**src/rtl/fifo_tick_loop.sv**
```systemverilog
// Purpose: edge-detects the slow clk_1k level into a one-cycle tick and runs an
//          internal synchronous FIFO through a fill-then-drain loop, one word per tick.
// Latency: strobes one cycle after the tick; rd_data/rd_valid and usedw/full/empty two cycles after.
// Backpressure: none; the FSM never writes when full or reads when empty, and the FIFO ignores such requests anyway.
// Ports:
//   clk, rst_n          system clock, async active-low reset
//   clk_1k, en          slow divider level (already in clk domain), loop enable
//   wr_en, wr_data      registered write strobe and word written
//   rd_en               registered read strobe
//   rd_data, rd_valid   read word and its one-cycle qualifier
//   full, empty, usedw  FIFO occupancy
//   state               0 IDLE, 1 FILL, 2 DRAIN
module fifo_tick_loop #(
    parameter int DATA_W = 8,
    parameter int DEPTH  = 16,
    parameter int ADDR_W = 4
) (
    input  logic              clk,
    input  logic              rst_n,
    input  logic              clk_1k,
    input  logic              en,
    output logic              wr_en,
    output logic [DATA_W-1:0] wr_data,
    output logic              rd_en,
    output logic [DATA_W-1:0] rd_data,
    output logic              rd_valid,
    output logic              full,
    output logic              empty,
    output logic [ADDR_W:0]   usedw,
    output logic [1:0]        state
);

    typedef enum logic [1:0] {
        ST_IDLE  = 2'd0,
        ST_FILL  = 2'd1,
        ST_DRAIN = 2'd2
    } state_e;

    localparam logic [ADDR_W:0]   FULL_LVL = (ADDR_W+1)'(DEPTH);
    localparam logic [ADDR_W:0]   CNT_ONE  = (ADDR_W+1)'(1);
    localparam logic [ADDR_W-1:0] PTR_ONE  = ADDR_W'(1);
    localparam logic [DATA_W-1:0] DAT_ONE  = DATA_W'(1);

    // Edge detect: clk_1k is produced by a clk-domain flop, so one delay stage suffices.
    logic clk_1k_q;
    logic tick;

    state_e state_q, state_d;
    logic   wr_req, rd_req;
    logic   wr_en_q, rd_en_q;

    logic [DATA_W-1:0] wr_cnt_q;
    logic [ADDR_W-1:0] wr_ptr_q, rd_ptr_q;
    logic [ADDR_W:0]   usedw_q, usedw_d;
    logic [DATA_W-1:0] rd_data_q;
    logic              rd_valid_q;
    logic [DATA_W-1:0] mem [DEPTH];

    logic do_wr, do_rd;

    assign tick = clk_1k & ~clk_1k_q;

    assign full  = (usedw_q == FULL_LVL);
    assign empty = (usedw_q == '0);

    // Safety guards: the FSM already prevents these, but the FIFO stays consistent regardless.
    assign do_wr = wr_en_q & ~full;
    assign do_rd = rd_en_q & ~empty;

    // FSM decisions happen only in tick cycles; en matters only in IDLE and at DRAIN-empty.
    always_comb begin
        state_d = state_q;
        wr_req  = 1'b0;
        rd_req  = 1'b0;
        if (tick) begin
            case (state_q)
                ST_IDLE: begin
                    if (en) state_d = ST_FILL;
                end
                ST_FILL: begin
                    if (full) state_d = ST_DRAIN;
                    else      wr_req  = 1'b1;
                end
                ST_DRAIN: begin
                    if (!empty)  rd_req  = 1'b1;
                    else if (en) state_d = ST_FILL;
                    else         state_d = ST_IDLE;
                end
                default: state_d = ST_IDLE;
            endcase
        end
    end

    always_comb begin
        usedw_d = usedw_q;
        if (do_wr && !do_rd)      usedw_d = usedw_q + CNT_ONE;
        else if (do_rd && !do_wr) usedw_d = usedw_q - CNT_ONE;
    end

    always_ff @(posedge clk or negedge rst_n) begin
        if (!rst_n) begin
            clk_1k_q   <= 1'b0;
            state_q    <= ST_IDLE;
            wr_en_q    <= 1'b0;
            rd_en_q    <= 1'b0;
            wr_cnt_q   <= '0;
            wr_ptr_q   <= '0;
            rd_ptr_q   <= '0;
            usedw_q    <= '0;
            rd_data_q  <= '0;
            rd_valid_q <= 1'b0;
        end else begin
            clk_1k_q   <= clk_1k;
            state_q    <= state_d;
            wr_en_q    <= wr_req;
            rd_en_q    <= rd_req;
            usedw_q    <= usedw_d;
            rd_valid_q <= do_rd;
            if (do_wr) begin
                wr_cnt_q <= wr_cnt_q + DAT_ONE;
                wr_ptr_q <= wr_ptr_q + PTR_ONE;
            end
            if (do_rd) begin
                rd_data_q <= mem[rd_ptr_q];
                rd_ptr_q  <= rd_ptr_q + PTR_ONE;
            end
        end
    end

    // Storage is not reset: resetting the pointers and usedw discards the contents.
    always_ff @(posedge clk) begin
        if (do_wr) mem[wr_ptr_q] <= wr_cnt_q;
    end

    assign wr_en    = wr_en_q;
    assign wr_data  = wr_cnt_q;
    assign rd_en    = rd_en_q;
    assign rd_data  = rd_data_q;
    assign rd_valid = rd_valid_q;
    assign usedw    = usedw_q;
    assign state    = state_q;

endmodule
```
**config.mk**
```make
export PLATFORM = sky130hd
export DESIGN_NAME = fifo_tick_loop
export DESIGN_NICKNAME = d
export VERILOG_FILES = /design/src/rtl/fifo_tick_loop.sv
export SDC_FILE = /design/constraint.sdc
export NUM_CORES = 1
export LEC_CHECK = 0
export ABC_AREA = 1
export CORE_MARGIN = 2
export CORE_UTILIZATION = 54
export CTS_CLUSTER_DIAMETER = 120
export DETAILED_ROUTE_END_ITERATION = 8
export GPL_TIMING_DRIVEN = 0
export PLACE_DENSITY = 0.74
export SETUP_SLACK_MARGIN = 0.2
export SLEW_MARGIN = 20
export SYNTH_ARGS = -nofsm -noshare
export SYNTH_HDL_FRONTEND = slang
export SYNTH_SLANG_ARGS = --single-unit
```
**constraint.sdc**
```tcl
create_clock -name clk -period 2.16 [get_ports clk]
set_input_delay 0.54 -clock clk [delete_from_list [all_inputs] [get_ports clk]]
set_output_delay 0.54 -clock clk [all_outputs]
set_load 0.005 [all_outputs]
```
* After elaboration in Yosys (flattened, before gate mapping)
Memories as Yosys holds them, arrays and structs flattened. A register that Yosys moved wholly into a read port is not among the register bits.
Cells that the tools add are included.
** Storage, ports and cells
- Input bits :: 4
- Register bits after elaboration :: 27
- Memories kept :: 1
- Memory bits (writable) :: 128
** Cells by class
- Mux-type cells :: 15
- Add/subtract/negate cells :: 5
- Reductions and logical operators :: 9
- Bitwise operators :: 6
- Equality and inequality tests :: 6
** Memories
- mem :: depth 16, width 8, rd ports 1, clocked after Yosys merged registers in 1, write ports 1, RTL line 57 : logic [DATA_W-1:0] mem [DEPTH];
** Operators with widths (count)
- 5-bit two-way mux :: 2
- 1-bit two-way mux :: 9
- 4-bit by 1-bit adder with 4-bit output (second input constant) :: 2
- 8-bit by 1-bit adder with 8-bit output (second input constant) :: 1
- 2-bit two-way mux :: 3
- 2-bit != test (second input constant) :: 3
- 2-bit case mux with 3 select lines :: 1
- 5-bit by 1-bit adder with 5-bit output (second input constant) :: 1
- 5-bit equality test (second input constant) :: 1
- 5-bit zero test :: 1
- 5-bit by 1-bit subtractor with 5-bit output (second input constant) :: 1
- 4-bit AND reduction :: 1
- 1-bit bitwise AND :: 3
- 1-bit zero test :: 3
- 1-bit NOT :: 3
- 2-bit by 1-bit equality test with 1-bit output (second input constant) :: 1
- 2-bit equality test (second input constant) :: 1
- 1-bit logical AND :: 2
- 2-bit zero test :: 1
- 2-bit nonzero test :: 1

* Longest topological paths before layout
- Depth after elaboration :: 7
- Mapped depth :: 14

* Least setup slack after synthesis
Ideal clock, no wire load.
- Path type :: register -> register
- From :: register usedw_q[1], in the netlist usedw[1]
- To :: register usedw_q[4], in the netlist usedw[4]
- Required time :: 2.095 ns
- Cell stages (with the launch flop) :: 15
- Setup time :: 0.065 ns
- Path buffers :: 1
- Slack :: -0.040 ns
- Period minus slack after synthesis :: 2.200 ns
- Arrival time :: 2.135 ns
- Cells stage by stage :: dfrtp_1 nor2_1 nand4_1 nand2_2 inv_2 buf_6 ha_1 inv_1 ha_1 a21oi_1 nor2_1 nor2_1 xor2_1 nand2_1 nand2_1
** Between the ends
- Cells in the longest elaborated chain, start to end :: 6
- Elaborated cells on any way between the ends :: 15
- Those cells by class :: 2 x add/sub; 1 x eq/ne; 2 x mux; 4 x bitwise; 6 x reduce/logical
** Ends and longest elaborated chain
- start: declaration :: RTL line 54 : logic [ADDR_W:0] usedw_q, usedw_d;
- start signal: assignment :: RTL line 117 : usedw_q <= usedw_d;
- 5-bit equality test (*) :: RTL line 63 : assign full = (usedw_q == FULL_LVL);
- 1-bit NOT (*) :: RTL line 67 : assign do_wr = wr_en_q & ~full;
- 1-bit bitwise AND (*) :: RTL line 67
- via do_wr :: RTL line 59 : logic do_wr, do_rd;
- 1-bit zero test :: RTL line 97 : else if (do_rd && !do_wr) usedw_d = usedw_q - CNT_ONE;
- 1-bit logical AND :: RTL line 97
- 2-bit nonzero test (no line)
Mark *: on every way through the listed nets, which the timed path passes. The rest lies on a longest branch. The select of a mux whose other input is x is not followed.
A chain may end at the register's enable or synchronous reset.

* Worst setup path in the final report
- From :: register usedw_q[1], in the netlist usedw[1]
- To :: register usedw_q[4], in the netlist usedw[4]
** Between the ends
- Cells in the longest elaborated chain, start to end :: 6
- Elaborated cells on any way between the ends :: 15
- Those cells by class :: 2 x add/sub; 1 x eq/ne; 2 x mux; 4 x bitwise; 6 x reduce/logical
** Ends and longest elaborated chain
- parallel branches: the longest is 6 deep, another holds 5-bit by 1-bit subtractor with 5-bit output
Parallel ways; which one is timed is not known. The select of a mux whose other input is x is not followed.

==> metrics <==
Seq. cell area 4750 um2; CTS tree done; Main synth FF type edfxtp_1; FP Rows 42; footprint of the multi-input gates roughly 2000 um2; Worst path slowest cell dfrtp_2; ratio of cells with drive above 1 in the final layout 0.165; vias roughly 5300; vias per cell 5.33; commonest non-fill, non-tap cells in the layout nand2_1 (227), edfxtp_1 (128), inv_1 (116), nand3_1 (105), buf_4 (37); initial antenna violation count 0; clock power share 0.302; grt met3 use 0.0561; DRC 0; Placed Area roughly 7800 um2; Layout Nets slightly above 800; leakage about 4 nW; CTS Buffer Depth 2; Initial DRT Pass Iterations 5; largest net degree at the start of global routing 23; I/O pin total 32; Syn Nets about 730; n_diodes 0; Startpoint Class flip-flop; clk_skew about 0.011 ns; placeable core area about 13000 um2; post-route cell area 8950 um2; gpl congestion ~0.9; worst r2r path cells 13; most common cell after layout, fill and taps aside nand2_1; Internal Pwr Total approximately 7.4 mW; mapped cell area between 7000 and 8000 um2; final setup violating endpoints 1; max-capacitance violation count 0; CTS clk-pin slew, worst paths 0.06 ns; Initial Util 0.549; grt total ovfl 0; syn_area_per_cell roughly 10 um2; most used routing layer met2; final WL around 18000 um; fin. max-slew vios 0; GRT Overall Usage 0.258; max_slew headroom 0.690; unrepaired setup endpoints after global routing yes; crit path DAT between 2 and 3 ns; switch share 0.333; status finished, violations left; sequential area share after synthesis 0.654; buffers plus inverters on the worst setup path 2; final worst slack -0.0331 ns; CTS H-tree depth 4; FMAX around 0.46 GHz; Post-synth EDFFs 128; Layout Area Growth over Synthesis 24.0%; Worst R2R Setup Slack -0.03 ns; first-pass GRT wire length roughly 27000 um; Hold WS 0.0166 ns; failing checks negative setup slack; DP Worst Slack -0.207 ns; Mapped Cells 719; worst-margin pin slew around 0.46 ns; overall die height around 120 um; CP required approximately 2.5 ns; #FFs+latches synth around 160; antenna viol nets, final 0; Tcrit/Tclk final 1.02; clock latency on the worst-skew pair about 0.43 ns; Max VDD drop ~700 uV; M1 GR Usage 0.336; Largest delay share family, worst path simple AND/OR/NAND/NOR gates; Syn. warnings 0; post-detailed-route wirelength per cell roughly 18 um; Num CTS Buffers 17; Post-synth ARST share 0.215; P_sw 3.70 mW; Comb power frac 0.336; Final Power ~11 mW; Critical Path Fanout Max 4; Crit. End Element flip-flop; CP max stage delay between 0.4 and 0.5 ns; Root Buffer clkbuf_16; Die Wd 120 um; crit path kind flip-flop to flip-flop; Tmin final approximately 2.2 ns; Hold Path Class primary input to async pin; crit path cell chain nor2_2 > nand4_1 > nand2_2 > buf_8 > ha_4 > inv_6 > fa_2 > a21oi_2 > nor2_1 > nor2_1 > xor2_1 > nand2_1 > nand2_1; cts-stage hold buffer count 0; worst r2r src usedw[1]$_DFFE_PN0P_; vias in the first global route approximately 5100; I/O Buffers 31; Seq pwr share 0.362; FILL cells about 930; unique cell type count in the Yosys netlist 24; Pwr Density 1240 nW/um2; Hold Fails Final Rpt 0; total die area ~14000 um2; reg-to-reg endpoint usedw[4]$_DFFE_PN0P_; HPWL Detailed 10900 um; met2 Resource Use GR 0.411; DRT iter0 DRCs 553; CTS Sinks between 150 and 200
registers in the layout (all words and copies together), names as in the netlist:
signal,flops
rd_valid,1
rd_en,1
state,2
wr_en,1
wr_data,8
mem,128
usedw,5
clk_1k_q,1
rd_data,8
rd_ptr_q,4
wr_ptr_q,4
worst reg2reg max path: stages, from the launching register on:
cell and delay [ns]:
dfrtp_2 0.41, nor2_2 0.12, nand4_1 0.21, nand2_2 0.17, buf_8 0.12, ha_4 0.15
inv_6 0.04, fa_2 0.35, a21oi_2 0.13, nor2_1 0.05, nor2_1 0.12, xor2_1 0.16
nand2_1 0.06, nand2_1 0.05
how the worst max path moves through the flow:
stage	from	end	slack, ns	cells after the start
after floorplan	usedw[1]$_DFFE_PN0P_	usedw[4]$_DFFE_PN0P_	0.07	14
after global routing	usedw[1]$_DFFE_PN0P_	usedw[3]$_DFFE_PN0P_	-0.10	15
final	usedw[1]$_DFFE_PN0P_	usedw[4]$_DFFE_PN0P_	-0.03	13
after detailed placement	usedw[2]$_DFFE_PN0P_	mem[8][3]$_DFFE_PP_	-0.21	7
after CTS	wr_data[1]$_DFFE_PN0P_	wr_data[1]	0.001	1
after global placement	rst_n	usedw[0]$_DFFE_PN0P_	-0.40	1
metal layers:
layer	up-vias	routed length, um
li1	2468	-
met4	0	666
met3	45	1290
met5	-	0
met2	240	8920
met1	2531	7250
logic make-up after synthesis:
family / Yosys count / share of synthesized area
AOI/OAI and AO/OA: 14 / 0.0102
xor gates and xnor gates: 16 / 0.0194
adders and majority gates: 11 / 0.0201
buffers and inverters: 150 / 0.0869
DFF: 163 / 0.654
and+or+nand+nor: 365 / 0.209
power groups by stage:
| stage | logic [mW] | clock network, mW | registers [mW] |
|---|---|---|---|
| CTS | 3.45 | 3.37 | 4.07 |
| global placement | 2.87 | 0 | 4.27 |
| global route | 4.08 | 3.50 | 4.06 |
| floorplan | 1.94 | 0 | 4.15 |
| detailed placement | 2.96 | 0 | 4.30 |
| finish | 3.74 | 3.36 | 4.03 |
synthesized netlist by cell type, types with 2 or more instances:
cell,number,area [um2]
a21oi_1,3,15.0
buf_2,18,90.1
buf_4,7,52.6
buf_6,2,22.5
clkinv_1,2,7.51
dfrtp_1,35,876
edfxtp_1,128,3840
ha_1,10,125
inv_1,118,443
inv_2,2,7.51
nand2_1,228,856
nand3_1,105,526
nand4_1,2,12.5
nor2_1,28,105
o21ai_0,7,35.0
o21ai_1,2,10.0
xnor2_1,3,26.3
xor2_1,13,114
layout make-up:
| cell class | instances | share of cell area |
|---|---|---|
| multi-input combinational | 406 | 0.230 |
| timing repair buffer | 65 | 0.0684 |
| clock buffer | 23 | 0.0545 |
| sequential | 163 | 0.531 |
| buffer | 28 | 0.0200 |
| tap | 176 | 0.0246 |
| clock inverter | 9 | 0.0194 |
| inverter | 122 | 0.0517 |
stage by stage:
step	TNS, ns	util	std cells
5_1_grt	-0.203	0.681	992
3_3_place_gp	-12.18	0.594	926
2_1_floorplan	0	-	719
6_report	-0.0331	0.681	992
4_1_cts	0	0.667	984
3_5_place_dp	-7.52	0.595	927
repair_timing:
action / in CTS / in global routing
resized for setup: 47 / 33
cloned: 0 / 0
pin swaps: 5 / 2
setup endpoints to repair: 144 / 128
hold endpoints to repair: 0 / 0
buffers inserted: 25 / 8
Note: power is estimated with default switching activity, not from simulation.
